File: config.mk
export PLATFORM = sky130hd
export DESIGN_NAME = bk_prefix_adder_pipe_flat
export DESIGN_NICKNAME = d
export VERILOG_FILES = /design/src/rtl/bk_prefix_adder_pipe_if.sv /design/src/rtl/bk_prefix_adder_pipe.sv /design/src/flat_wrapper.sv
export SDC_FILE = /design/constraint.sdc
export NUM_CORES = 1
export LEC_CHECK = 0
export ABC_CLOCK_PERIOD_IN_PS = 2500
export CELL_PAD_IN_SITES_DETAIL_PLACEMENT = 1
export CELL_PAD_IN_SITES_GLOBAL_PLACEMENT = 1
export CORE_UTILIZATION = 49
export DETAILED_ROUTE_END_ITERATION = 8
export GPL_ROUTABILITY_DRIVEN = 0
export PLACE_DENSITY = 0.9
export REMOVE_ABC_BUFFERS = 1
export SYNTH_ARGS = -nofsm -noshare
export SYNTH_HDL_FRONTEND = slang
export SYNTH_SLANG_ARGS = --single-unit
File: constraint.sdc
create_clock -name clk -period 2.5 [get_ports clk]
set_input_delay 0.5 -clock clk [delete_from_list [all_inputs] [get_ports clk]]
set_output_delay 0.5 -clock clk [all_outputs]
set_load 0.005 [all_outputs]
File: src/rtl/bk_prefix_adder_pipe_if.sv
// Operand/result bundle for the pipelined Brent-Kung adder; master is the
// producer/consumer side, slave is the adder.
interface bk_prefix_adder_pipe_if #(
  parameter int WIDTH = 16,
  parameter int TAG_W = 4
) ();
  logic             in_valid;
  logic             in_ready;
  logic [WIDTH-1:0] in_a;
  logic [WIDTH-1:0] in_b;
  logic             in_cin;
  logic             in_sub;
  logic [TAG_W-1:0] in_tag;
  logic             out_valid;
  logic             out_ready;
  logic [WIDTH-1:0] out_sum;
  logic             out_cout;
  logic             out_ovf;
  logic [TAG_W-1:0] out_tag;

  modport master (
    output in_valid, in_a, in_b, in_cin, in_sub, in_tag, out_ready,
    input  in_ready, out_valid, out_sum, out_cout, out_ovf, out_tag
  );

  modport slave (
    input  in_valid, in_a, in_b, in_cin, in_sub, in_tag, out_ready,
    output in_ready, out_valid, out_sum, out_cout, out_ovf, out_tag
  );
endinterface

File: src/rtl/bk_prefix_adder_pipe.sv
// Pipelined Brent-Kung adder/subtractor with tag sideband; fixed latency of STAGES cycles.
// Per-stage valid/enable chain: empty stages always load, full pipe stalls on out_ready=0.
module bk_prefix_adder_pipe #(
  parameter int WIDTH  = 16,
  parameter int STAGES = 3,
  parameter int TAG_W  = 4
) (
  input logic                  clk,
  input logic                  rst_n,
  bk_prefix_adder_pipe_if.slave bus
);
  localparam int LOG    = $clog2(WIDTH);
  localparam int LEVELS = 2 * LOG - 1;

  // pi is kept apart from p because the tree overwrites p with group propagates
  typedef struct packed {
    logic [WIDTH-1:0] g;
    logic [WIDTH-1:0] p;
    logic [WIDTH-1:0] pi;
    logic             c0;
    logic [TAG_W-1:0] tag;
  } chain_t;

  function automatic chain_t f_level(input chain_t s, input int lvl);
    chain_t o;
    int     d;
    o = s;
    if (lvl <= LOG) d = 1 << (lvl - 1);
    else            d = 1 << (2 * LOG - 1 - lvl);
    for (int i = 0; i < WIDTH; i++) begin
      if (((lvl <= LOG) && (((i + 1) % (2 * d)) == 0)) ||
          ((lvl > LOG) && (((i + 1) % (2 * d)) == d) && ((i + 1) > 2 * d))) begin
        o.g[i] = s.g[i] | (s.p[i] & s.g[i-d]);
        o.p[i] = s.p[i] & s.p[i-d];
      end
    end
    return o;
  endfunction

  function automatic chain_t f_levels(input chain_t s, input int lo, input int hi);
    chain_t o;
    o = s;
    for (int l = 1; l <= LEVELS; l++) begin
      if ((l > lo) && (l <= hi)) o = f_level(o, l);
    end
    return o;
  endfunction

  logic [WIDTH-1:0] w_bx;
  logic             w_c0;
  chain_t           w_pre;
  chain_t           w_st [STAGES];

  // Carry-in is folded into bit 0, so the tree output g[i] is the carry out of bit i
  always_comb begin
    w_pre     = '0;
    w_bx      = bus.in_sub ? ~bus.in_b : bus.in_b;
    w_c0      = bus.in_sub | bus.in_cin;
    w_pre.pi  = bus.in_a ^ w_bx;
    w_pre.p   = w_pre.pi;
    w_pre.p[0] = 1'b0;
    w_pre.g   = bus.in_a & w_bx;
    w_pre.g[0] = w_pre.g[0] | (w_pre.pi[0] & w_c0);
    w_pre.c0  = w_c0;
    w_pre.tag = bus.in_tag;
  end

  assign w_st[0] = w_pre;

  logic [STAGES:1]   r_vld;
  logic [STAGES+1:1] w_en;
  logic [STAGES:1]   w_vin;

  always_comb begin
    w_en           = '0;
    w_en[STAGES+1] = bus.out_ready;
    for (int k = STAGES; k >= 1; k--) w_en[k] = ~r_vld[k] | w_en[k+1];
  end

  always_comb begin
    w_vin    = '0;
    w_vin[1] = bus.in_valid;
    for (int k = 2; k <= STAGES; k++) w_vin[k] = r_vld[k-1];
  end

  always_ff @(posedge clk or negedge rst_n) begin
    if (!rst_n) begin
      r_vld <= '0;
    end else begin
      for (int k = 1; k <= STAGES; k++) begin
        if (w_en[k]) r_vld[k] <= w_vin[k];
      end
    end
  end

  assign bus.in_ready = w_en[1];

  for (genvar k = 1; k < STAGES; k++) begin : g_stage
    localparam int LO = ((k - 1) * LEVELS) / STAGES;
    localparam int HI = (k * LEVELS) / STAGES;
    chain_t w_nxt;
    chain_t r_st;

    always_comb w_nxt = f_levels(w_st[k-1], LO, HI);

    always_ff @(posedge clk or negedge rst_n) begin
      if (!rst_n)                  r_st <= '0;
      else if (w_en[k] && w_vin[k]) r_st <= w_nxt;
    end

    assign w_st[k] = r_st;
  end

  localparam int LO_F = ((STAGES - 1) * LEVELS) / STAGES;

  chain_t           w_fin;
  logic [WIDTH-1:0] w_sum;
  logic             w_cout;
  logic             w_ovf;
  logic             w_unused_p;

  always_comb begin
    w_fin  = f_levels(w_st[STAGES-1], LO_F, LEVELS);
    w_sum  = w_fin.pi ^ {w_fin.g[WIDTH-2:0], w_fin.c0};
    w_cout = w_fin.g[WIDTH-1];
    w_ovf  = w_fin.g[WIDTH-1] ^ w_fin.g[WIDTH-2];
  end

  assign w_unused_p = ^w_fin.p;

  logic [WIDTH-1:0] r_sum;
  logic             r_cout;
  logic             r_ovf;
  logic [TAG_W-1:0] r_tag;

  always_ff @(posedge clk or negedge rst_n) begin
    if (!rst_n) begin
      r_sum  <= '0;
      r_cout <= 1'b0;
      r_ovf  <= 1'b0;
      r_tag  <= '0;
    end else if (w_en[STAGES] && w_vin[STAGES]) begin
      r_sum  <= w_sum;
      r_cout <= w_cout;
      r_ovf  <= w_ovf;
      r_tag  <= w_fin.tag;
    end
  end

  assign bus.out_valid = r_vld[STAGES];
  assign bus.out_sum   = r_sum;
  assign bus.out_cout  = r_cout;
  assign bus.out_ovf   = r_ovf;
  assign bus.out_tag   = r_tag;
endmodule

File: src/flat_wrapper.sv
// flat-port wrapper written by rule: the top's interface ports become plain ports
module bk_prefix_adder_pipe_flat 
#(
  parameter int WIDTH  = 16,
  parameter int STAGES = 3,
  parameter int TAG_W  = 4
)
  (clk, rst_n, bus_in_valid, bus_in_a, bus_in_b, bus_in_cin, bus_in_sub, bus_in_tag, bus_out_ready, bus_in_ready, bus_out_valid, bus_out_sum, bus_out_cout, bus_out_ovf, bus_out_tag);
  bk_prefix_adder_pipe_if #(.WIDTH(WIDTH), .TAG_W(TAG_W)) bus_i ();
  input logic clk;
  input logic rst_n;
  input wire logic [$bits(bus_i.in_valid)-1:0] bus_in_valid;
  input wire logic [$bits(bus_i.in_a)-1:0] bus_in_a;
  input wire logic [$bits(bus_i.in_b)-1:0] bus_in_b;
  input wire logic [$bits(bus_i.in_cin)-1:0] bus_in_cin;
  input wire logic [$bits(bus_i.in_sub)-1:0] bus_in_sub;
  input wire logic [$bits(bus_i.in_tag)-1:0] bus_in_tag;
  input wire logic [$bits(bus_i.out_ready)-1:0] bus_out_ready;
  output wire logic [$bits(bus_i.in_ready)-1:0] bus_in_ready;
  output wire logic [$bits(bus_i.out_valid)-1:0] bus_out_valid;
  output wire logic [$bits(bus_i.out_sum)-1:0] bus_out_sum;
  output wire logic [$bits(bus_i.out_cout)-1:0] bus_out_cout;
  output wire logic [$bits(bus_i.out_ovf)-1:0] bus_out_ovf;
  output wire logic [$bits(bus_i.out_tag)-1:0] bus_out_tag;
  assign bus_i.in_valid = bus_in_valid;
  assign bus_i.in_a = bus_in_a;
  assign bus_i.in_b = bus_in_b;
  assign bus_i.in_cin = bus_in_cin;
  assign bus_i.in_sub = bus_in_sub;
  assign bus_i.in_tag = bus_in_tag;
  assign bus_i.out_ready = bus_out_ready;
  assign bus_in_ready = bus_i.in_ready;
  assign bus_out_valid = bus_i.out_valid;
  assign bus_out_sum = bus_i.out_sum;
  assign bus_out_cout = bus_i.out_cout;
  assign bus_out_ovf = bus_i.out_ovf;
  assign bus_out_tag = bus_i.out_tag;
  bk_prefix_adder_pipe #(.WIDTH(WIDTH), .STAGES(STAGES), .TAG_W(TAG_W)) u_core (.clk(clk), .rst_n(rst_n), .bus(bus_i));
endmodule
Word-level counts from Yosys, hierarchy flattened
Cells that the tools add are included.
{"block": "word_totals", "ramBits": 0, "register_bits": 123, "latch_bits": 0, "mem_count": 0, "input_bits": 42, "output_inout_bits": 24, "romBits": 0}
{"block": "classes", "n_reduce_logical": 3, "div_mod_pow": 0, "n_mux": 1, "bitwise": 77, "n_eq_ne": 0, "n_lt_le_gt_ge": 0, "n_mul": 0, "shifts": 0, "addsub": 0}
{"op": "$and A1 B1 Y1", "n": 38}
{"op": "$xor A16 B16 Y16", "n": 2}
{"op": "$or A1 B1 Y1", "n": 31}
{"op": "$and A16 B16 Y16", "n": 1}
{"op": "$mux W16", "n": 1}
{"op": "$not A16 Y16", "n": 1}
{"op": "$logic_and A1 B1 Y1", "n": 3}
{"op": "$not A1 Y1", "n": 3}
{"op": "$xor A1 B1 Y1", "n": 1}

Longest topological paths before layout
{"block": "depth", "word_depth": 9, "mapped_depth": 7}

Least setup slack after synthesis
No wires, ideal clock.
{"block": "synth_path", "path_type": "input port to flip-flop", "from": "input port bus_in_sub", "to": "register u_core.g_stage[1].r_st[44] (netlist bit)", "slack_ps": 476, "path_buffers": 2, "required_ps": 2375, "t_arrival_ps": 1899, "stages": 7, "setup_ps": 125, "path_cell_list": "buf_2 buf_2 xor2_1 ha_1 a21oi_1 o21ai_0 mux2_2"}
{"item": "start, declared", "line": "flat_wrapper.sv:16", "text": "input wire logic [$bits(bus_i.in_sub)-1:0] bus_in_sub;"}
{"item": "end signal, assigned", "line": "bk_prefix_adder_pipe.sv:108", "text": "else if (w_en[k] && w_vin[k]) r_st <= w_nxt;"}
{"item": "end, declared", "line": "bk_prefix_adder_pipe.sv:102", "text": "chain_t r_st;"}

Worst setup path in the final report
{"block": "layout_path", "from": "input port bus_out_ready", "to": "output port bus_in_ready"}
{"block": "layout_via", "elab_chain_cells": 3}
{"item": "start, declared", "line": "flat_wrapper.sv:18", "text": "input wire logic [$bits(bus_i.out_ready)-1:0] bus_out_ready;"}
{"item": "$or A1 B1 Y1 (3 in a row)", "line": "bk_prefix_adder_pipe.sv:77", "text": "for (int k = STAGES; k >= 1; k--) w_en[k] = ~r_vld[k] | w_en[k+1];"}
{"item": "end, declared", "line": "flat_wrapper.sv:19", "text": "output wire logic [$bits(bus_i.in_ready)-1:0] bus_in_ready;"}
Every way passes these cells.

==> flow_metrics.py <==
metrics = {
    "synthesis": {
        "syn_avg_cell_area_sq_um": 14.4,
        "yosys.area_share.simple": 0.0322,
        "synth_top_family_by_area": "multiplexers",
        "synth_mux_area_frac": 0.228,
        "synth_top_area_share": 0.561,
        "ys_ff_latch": 109,
        "yosys_warnings": 0,
        "synth_seq_area_share": 0.561,
        "async_flop_share": 1.00,
        "synth_area_leader_cell": "dfrtp_1",
        "ys_types": 31,
        "synth_cells": 337,
        "synth-adder-area-share": 0.0592,
        "ys.flop_type": "dfrtp_1",
        "post_synth_xor_area_fraction": 0.0468,
        "syn_area_sq_mm": 0.00486,
        "synth_enable_flop_cells": 0,
        "synthTopCellsByArea": "dfrtp_1 56%, mux2_2 21%, ha_1 5.9%",
        "synth-compound-area-share": 0.0437,
    },
    "final_layout": {
        "layout-drive-gt1-share": 0.307,
        "final_core_util": 0.628,
        "area_growth_pct": 21.6,
        "fin_cells": 540,
        "mostFrequentLayoutCell": "dfrtp_1",
        "layout_common_cells": "109 x dfrtp_1, 91 x mux2_2, 64 x clkdlybuf4s50_1",
        "n_antenna_cell": 0,
        "final_area_sq_mm": 0.00591,
        "final_net_count": 472,
    },
    "worst_setup_path": {
        "worstPathMaxFanout": 8,
        "path_class": "input port to output pin",
        "worstPathArrival_ns": 1.75,
        "worstPathRequired_ns": 2.00,
        "ff2ff_path_depth": 5,
        "start_kind": "input port",
        "end_kind": "output pin",
    },
    "placed_design": {
        "io_buffers": 65,
        "place_area_sq_mm": 0.00567,
        "placed_cells": 525,
        "place_hpwl_mm": 7.08,
    },
    "grt": {
        "grt_pass1_vias": 3322,
        "track_usage": 0.224,
        "antenna_found_initial": 0,
        "grt_max_degree": 51,
        "grt_pass1_wl_mm": 17.2,
        "grt_overflow": 0,
    },
    "clocking": {
        "hold_buffers": 0,
        "cts_resized": 0,
        "cts_setup_buffers": 0,
        "clkLatencyLatePin_ns": 0.37,
        "path_clk_slew_ns": 0.09,
        "cts_buffers": 9,
        "cts_htree_levels": 3,
        "cts_sinks": 109,
        "root_buffer": "clkbuf_8",
        "cts_max_path_buffers": 2,
        "cts_tree": "done",
    },
    "run_status": {
        "status": "finished clean",
    },
    "detailed_routing": {
        "drc": 0,
        "drt_first_pass_iters": 4,
        "drt_iter0_drc": 81,
        "drt_wl_total_mm": 10.5,
        "num_vias": 2944,
        "vias_per_cell": 5.45,
        "ant_nets": 0,
        "wl_per_cell_um": 19.4,
    },
    "timing": {
        "fin_crit_ns": 2.25,
        "slew_headroom": 0.723,
        "finalCritPeriodShare": 0.900,
        "finalSetupViolCount": 0,
        "tightest_slew_ns": 0.416,
        "drv_slew": 0,
        "clock.fmax_mhz": 445,
        "rsz0062_at_grt": "false",
        "hold_violations": 0,
        "fin_worst_skew_ns": 0.00892,
        "tns_ns": 0,
    },
    "pwr": {
        "seqPwrFrac": 0.471,
        "p_leak_nw": 2.61,
        "p_clk_frac": 0.232,
        "finalPower_mw": 5.57,
        "power_density_mw_per_mm2": 941,
        "p_switching_mw": 1.51,
        "swShare": 0.271,
        "power.internal_mw": 4.06,
        "pwr-share-comb": 0.297,
        "peakVddDrop_mv": 0.387,
    },
    "floorplanning": {
        "start_util": 0.516,
        "die_h_um": 102,
        "dieArea_sq_mm": 0.0103,
        "design.portCount": 66,
        "core_region_area_sq_mm": 0.00942,
        "die_w_um": 102,
        "rows": 35,
    },
    "worst_hold_path": {
        "hold_class": "input port to asynchronous set/reset pin",
    },
    "run": {
        "cap_viol_max_count": 0,
    },
}
final timing paths:
check	to	from	slack, ns
setup / recovery	bus_in_ready	bus_out_ready	0.25
hold / removal	u_core.bus.out_tag[3]$_DFFE_PN0P_	rst_n	0.06
setup reg to reg	u_core.g_stage[1].r_st[39]$_DFFE_PN0P_	u_core.r_vld[1]$_DFFE_PN0N_	0.66
hold reg to reg	u_core.bus.out_tag[3]$_DFFE_PN0P_	u_core.g_stage[2].r_st[3]$_DFFE_PN0P_	0.51
max in group asynchronous	u_core.g_stage[1].r_st[28]$_DFFE_PN0P_	rst_n	1.67
min in group clk	u_core.bus.out_tag[3]$_DFFE_PN0P_	u_core.g_stage[2].r_st[3]$_DFFE_PN0P_	0.51
synthesized netlist by cell type, types with 4 or more instances:
| master | count |
|---|---|
| a21o_1 | 4 |
| a21oi_1 | 15 |
| a31oi_1 | 4 |
| buf_4 | 6 |
| dfrtp_1 | 109 |
| ha_1 | 23 |
| inv_1 | 6 |
| mux2_2 | 91 |
| mux2i_1 | 4 |
| nand2_1 | 6 |
| nand4_1 | 6 |
| nor2_1 | 7 |
| o21ai_0 | 4 |
| xnor2_1 | 8 |
| xor2_1 | 18 |
cell type report:
type,instances,area (sq um)
fillers,903,3500
flip-flops and latches,109,2730
multi-input cells,208,2000
repair buffers,73,758
well taps,129,161
clock buffers,11,151
clock inverters,4,95.1
inverters,6,22.5
routing by layer:
metal  vias up  part of all wire  global-route usage  wire length (um)
met5         -                 0                   0                 0
met4         0             0.018              0.0769               189
met3        16             0.023              0.0262               238
met2        55              0.54               0.402              5670
met1      1546              0.42               0.280              4400
li1       1327                 -                   -                 -
cells by family (layout without fill, tap and decap cells):
kind of cell	Yosys count	count (layout)
AOI/OAI and AO/OA	34	34
xor gates and xnor gates	26	26
adders and majority gates	23	23
buffers and inverters	20	94
DFF	109	109
muxes	98	98
and+or+nand+nor	27	27
state kept, by name, summed over array words and instances (netlist names):
signal / flops
u_core.bus.out_tag: 4
u_core.bus.out_cout: 1
u_core.bus.out_sum: 16
u_core.r_vld: 3
u_core.g_stage.r_st: 84
u_core.bus.out_ovf: 1
power groups by stage:
stage	Clock [mW]	Sequential [mW]	Combinational, mW
5_1_grt	1.37	2.69	1.81
2_1_floorplan	0	2.57	0.918
6_report	1.29	2.62	1.66
4_1_cts	1.30	2.62	1.68
3_5_place_dp	0	2.65	1.66
3_3_place_gp	0	2.60	1.56
per-stage QoR:
step	hold WS, ns	worst slack [ns]
final	0.0624	0.251
after global placement	0.455	0.204
after CTS	0.0701	0.246
after floorplan	0.204	0.395
after global routing	0.0809	0.202
after detailed placement	0.459	-0.0520
critical path: stages:
cell and delay [ns]:
clkdlybuf4s50_1 0.49, nand4b_4 0.22, clkdlybuf4s50_1 0.54
No activity file was read; power rests on OpenSTA's default activity.
==> RTL change 1: new RTL, config.mk and constraints unchanged <==
`TAG_W` is set to 4 in 3 places; all go to 3.
--- a/src/rtl/bk_prefix_adder_pipe_if.sv
+++ b/src/rtl/bk_prefix_adder_pipe_if.sv
@@ -2,7 +2,7 @@
 // producer/consumer side, slave is the adder.
 interface bk_prefix_adder_pipe_if #(
   parameter int WIDTH = 16,
-  parameter int TAG_W = 4
+  parameter int TAG_W = 3
 ) ();
   logic             in_valid;
   logic             in_ready;
--- a/src/rtl/bk_prefix_adder_pipe.sv
+++ b/src/rtl/bk_prefix_adder_pipe.sv
@@ -3,7 +3,7 @@
 module bk_prefix_adder_pipe #(
   parameter int WIDTH  = 16,
   parameter int STAGES = 3,
-  parameter int TAG_W  = 4
+  parameter int TAG_W  = 3
 ) (
   input logic                  clk,
   input logic                  rst_n,
--- a/src/flat_wrapper.sv
+++ b/src/flat_wrapper.sv
@@ -3,7 +3,7 @@
 #(
   parameter int WIDTH  = 16,
   parameter int STAGES = 3,
-  parameter int TAG_W  = 4
+  parameter int TAG_W  = 3
 )
   (clk, rst_n, bus_in_valid, bus_in_a, bus_in_b, bus_in_cin, bus_in_sub, bus_in_tag, bus_out_ready, bus_in_ready, bus_out_valid, bus_out_sum, bus_out_cout, bus_out_ovf, bus_out_tag);
   bk_prefix_adder_pipe_if #(.WIDTH(WIDTH), .TAG_W(TAG_W)) bus_i ();
Interface: changed (resized bus_in_tag and bus_out_tag); port bits go from 66 to 64. The function was not compared with the original's and may differ.
==> RTL change 1 against the original RTL <==
Cell area is 2.6% lower. Sequential power decreased by 2%. Wire length rose by 4.1%. Area after synthesis is 2.2% lower. Sequential cell count shrank 3. Power down 6.7%. Worst setup slack got worse by 0.041 ns. Highest routed layer unchanged.
==> RTL change 1: results (changes against the original RTL) <==
* Worst Max-Slew Pin Slew at 0.4890 ns (was 0.4158 ns)
* Delay of the slowest critical-path stage at 0.51 ns (was 0.54 ns)
* Seq/Total Area, Yosys at 0.5579 (was 0.5610)
* 1st-iter DRT viols at 74 (was 81)
* Vias in the first global route at 3,396 (was 3,322)
* Worst path arrival time at 1.79 ns (was 1.75 ns)
* PD cells at 900.9 nW/um^2 (was 941.3 nW/um^2)
* PortBufs at 63 (was 65)
* Routed vias/inst at 5.463 (was 5.452)
* Final cell count without fillers at 536 (was 540)
* Pin count of the biggest net entering global routing at 41 (was 51)
* Worst slack, placed at 0.03270 ns (was -0.05199 ns)
* DR WL/cell at 20.38 um (was 19.44 um)
* Number of flip-flops under the largest register name at 82 (was 84)
* CP Max Fanout at 3 (was 8)
* Top cells by area, synth: dfrtp_1 (56%), mux2_2 (15%), ha_1 (6.1%) (was dfrtp_1 (56%), mux2_2 (21%), ha_1 (5.9%))
* Gr usage total at 0.2433 (was 0.2241)
* Logic pwr share at 0.321 (was 0.297)
* Outcome: finished, final reports clean (unchanged)
* Mapped Cells at 331 (was 337)
* Clock Skew at 0.01162 ns (was 0.008918 ns)
* Global-route wire length before repair at 18,040 um (was 17,230 um)
* Dpl cells at 520 (was 525)
* Clock group at 967 uW (was 1.29 mW)
* Layout cells sized above 1 at 0.2629 (was 0.3066)
* Synth cell count leaders: dfrtp_1 (106), mux2_2 (63), ha_1 (23), mux2_1 (18), xor2_1 (18) (was dfrtp_1 (109), mux2_2 (91), ha_1 (23), xor2_1 (18), a21oi_1 (15))
* Placed cell areas at 5589 sq um (was 5667 sq um)
* Final #Nets at 466 (was 472)
* VDD IR max at 0.3988 mV (was 0.3874 mV)
* DP Wirelength at 7884 um (was 7082 um)
[RTL change 1: cell types whose count changed in the layout (fill, tap and decap cells not counted), moves of 2 or more]
cell / change
clkinvlp_4: +3
mux2_4: +7
clkdlybuf4s50_1: -2
mux2_2: -28
dfrtp_1: -3
mux2_1: +18
buf_4: +2
bufinv_16: -3
clkbuf_1: +2
[RTL change 1: cell type report]
type	instances	area (sq um)
Clock inverter	4	27.53
Sequential cell	106	2653
Timing Repair Buffer	74	773.2
Fill cell	912	3566
Inverter	6	22.52
Clock buffer	12	145.1
Tap cell	129	161.4
Multi-Input combinational cell	205	1979
[RTL change 1: routing by layer]
layer,track usage,up-vias,part of all wire
li1,-,1310,-
met1,0.2957,1527,0.41
met2,0.4347,70,0.54
met4,0.08584,0,0.021
met5,0,-,0
met3,0.04369,21,0.028
[RTL change 1: final timing paths]
path | startpoint | to | slack [ns] | depth (start not counted)
worst max register to register | u_core.g_stage[2].r_st[43] | u_core.bus.out_ovf | 0.71 | 6
worst max-delay path | bus_out_ready | bus_in_ready | 0.21 | 3
worst min register to register | u_core.g_stage[1].r_st[42] | u_core.g_stage[1].r_st[42] | 0.50 | 1
min in group clk | u_core.g_stage[1].r_st[42] | u_core.g_stage[1].r_st[42] | 0.50 | 1
max in group asynchronous | rst_n | u_core.g_stage[2].r_st[39] | 1.61 | 2
worst min-delay path | rst_n | u_core.g_stage[2].r_st[47] | 0.09 | 1
[RTL change 1: logic make-up (layout without fill, tap and decap cells)]
logic type,count (synthesis),after routing,share of synthesized area
DFF,106,106,0.5579
buffers and inverters,20,96,0.02684
AOI/OAI and AO/OA,34,34,0.04474
xor gates and xnor gates,26,26,0.04790
adders and majority gates,23,23,0.06053
and+or+nand+nor,27,27,0.03027
muxes,95,95,0.2318
==> RTL change 2: new RTL, config.mk and constraints unchanged <==
Made on the original files. Reset style: synchronous (`rst_n`), changed in 3 clocked blocks.
--- a/src/rtl/bk_prefix_adder_pipe.sv
+++ b/src/rtl/bk_prefix_adder_pipe.sv
@@ -83,7 +83,7 @@
     for (int k = 2; k <= STAGES; k++) w_vin[k] = r_vld[k-1];
   end
 
-  always_ff @(posedge clk or negedge rst_n) begin
+  always_ff @(posedge clk) begin
     if (!rst_n) begin
       r_vld <= '0;
     end else begin
@@ -103,7 +103,7 @@
 
     always_comb w_nxt = f_levels(w_st[k-1], LO, HI);
 
-    always_ff @(posedge clk or negedge rst_n) begin
+    always_ff @(posedge clk) begin
       if (!rst_n)                  r_st <= '0;
       else if (w_en[k] && w_vin[k]) r_st <= w_nxt;
     end
@@ -133,7 +133,7 @@
   logic             r_ovf;
   logic [TAG_W-1:0] r_tag;
 
-  always_ff @(posedge clk or negedge rst_n) begin
+  always_ff @(posedge clk) begin
     if (!rst_n) begin
       r_sum  <= '0;
       r_cout <= 1'b0;
Formal check against the unedited RTL: differs if rst_n is asserted again (counterexample within 4 cycles, from zero or initial values and one cycle with rst_n low); with rst_n held inactive, the same outputs for 10 cycles.
==> RTL change 2 against the original RTL <==
Worst setup slack got worse by 0.094 ns. Cell area down 3.2%. Non-clock buffer count up 7. Area after synthesis is 0.98% lower. Wire length up 42%. Sequential cell count is the same.
Power is not compared: it rests on default switching activity, and its combinational part moved more than twofold at a synthesized area within 25%.
==> RTL change 2: results (changes against the original RTL) <==
* Dominant synthesized flop cell: dfxtp_1 (was dfrtp_1)
* M2 GR Usage at 0.5542 (was 0.4023)
* Placed cell areas at 5524 sq um (was 5667 sq um)
* Hold_ws at 0.4601 ns (was 0.06242 ns)
* Mux contribution to synthesized area at 0 (was 0.2283)
* Seq/Total Area, Yosys at 0.4532 (was 0.5610)
* Top cells by area, synth: dfxtp_1 (45%), a21oi_1 (12%), o21ai_0 (11%) (was dfrtp_1 (56%), mux2_2 (21%), ha_1 (5.9%))
* Detailed Route WL at 14,950 um (was 10,500 um)
* Routed vias/inst at 6.271 (was 5.452)
* Met2 wire len at 7704 um (was 5666 um)
* Drt first pass iters at 5 (was 4)
* FF-to-FF Start: u_core.r_vld[3] (was u_core.r_vld[1])
* Delay of the slowest critical-path stage at 0.47 ns (was 0.54 ns)
* Yosys cell types at 32 (was 31)
* Final #Nets at 672 (was 472)
* Outcome: finished, final reports clean (unchanged)
* Adder-cell area share of the yosys netlist at 0.05977 (was 0.05919)
* R2r setup slk at 0.71 ns (was 0.66 ns)
* Dpl cells at 725 (was 525)
* Vias in the first global route at 4,738 (was 3,322)
* Grt met1 use at 0.3653 (was 0.2800)
* Xor-xnor portion of the synthesized cell area at 0.03274 (was 0.04683)
* R2r worst-path depth at 4 (was 5)
* Met1 WL at 6022 um (was 4404 um)
* Worst r2r dst: u_core.g_stage[1].r_st[52] (was u_core.g_stage[1].r_st[39])
* Pin count of the biggest net entering global routing at 108 (was 51)
* 1st-iter DRT viols at 270 (was 81)
* Synth cell count leaders: a21oi_1 (114), dfxtp_1 (109), o21ai_0 (102), nand3_1 (82), clkbuf_1 (33) (was dfrtp_1 (109), mux2_2 (91), ha_1 (23), xor2_1 (18), a21oi_1 (15))
-- RTL change 2: cell type report --
class                   instances  area, sq um  share of cell area
clock buffers                  12        145.1             0.02536
clock inverters                 4        55.05            0.009617
inverters                       6        22.52            0.003934
multi-input cells             401         2357              0.4118
flip-flops and latches        109         2182              0.3812
well taps                     129        161.4             0.02820
repair buffers                 80        800.8              0.1399
-- RTL change 2: how the worst max path moves through the flow --
stage / start / end / slack (ns) / depth (start not counted)
floorplan: u_core.r_vld[1] / bus_in_ready / 0.19 / 2
global placement: bus_out_ready / bus_in_ready / 0.18 / 4
CTS: bus_out_ready / bus_in_ready / 0.15 / 4
detailed placement: bus_in_sub / u_core.g_stage[1].r_st[40] / 0.16 / 7
global route: bus_out_ready / bus_in_ready / 0.12 / 4
finish: bus_out_ready / bus_in_ready / 0.16 / 4
-- RTL change 2: critical path, delay by kind of cell --
| kind | cells | cell delay [ns] |
|---|---|---|
| and+or+nand+nor | 1 | 0.40 |
| buffers and inverters | 3 | 0.95 |
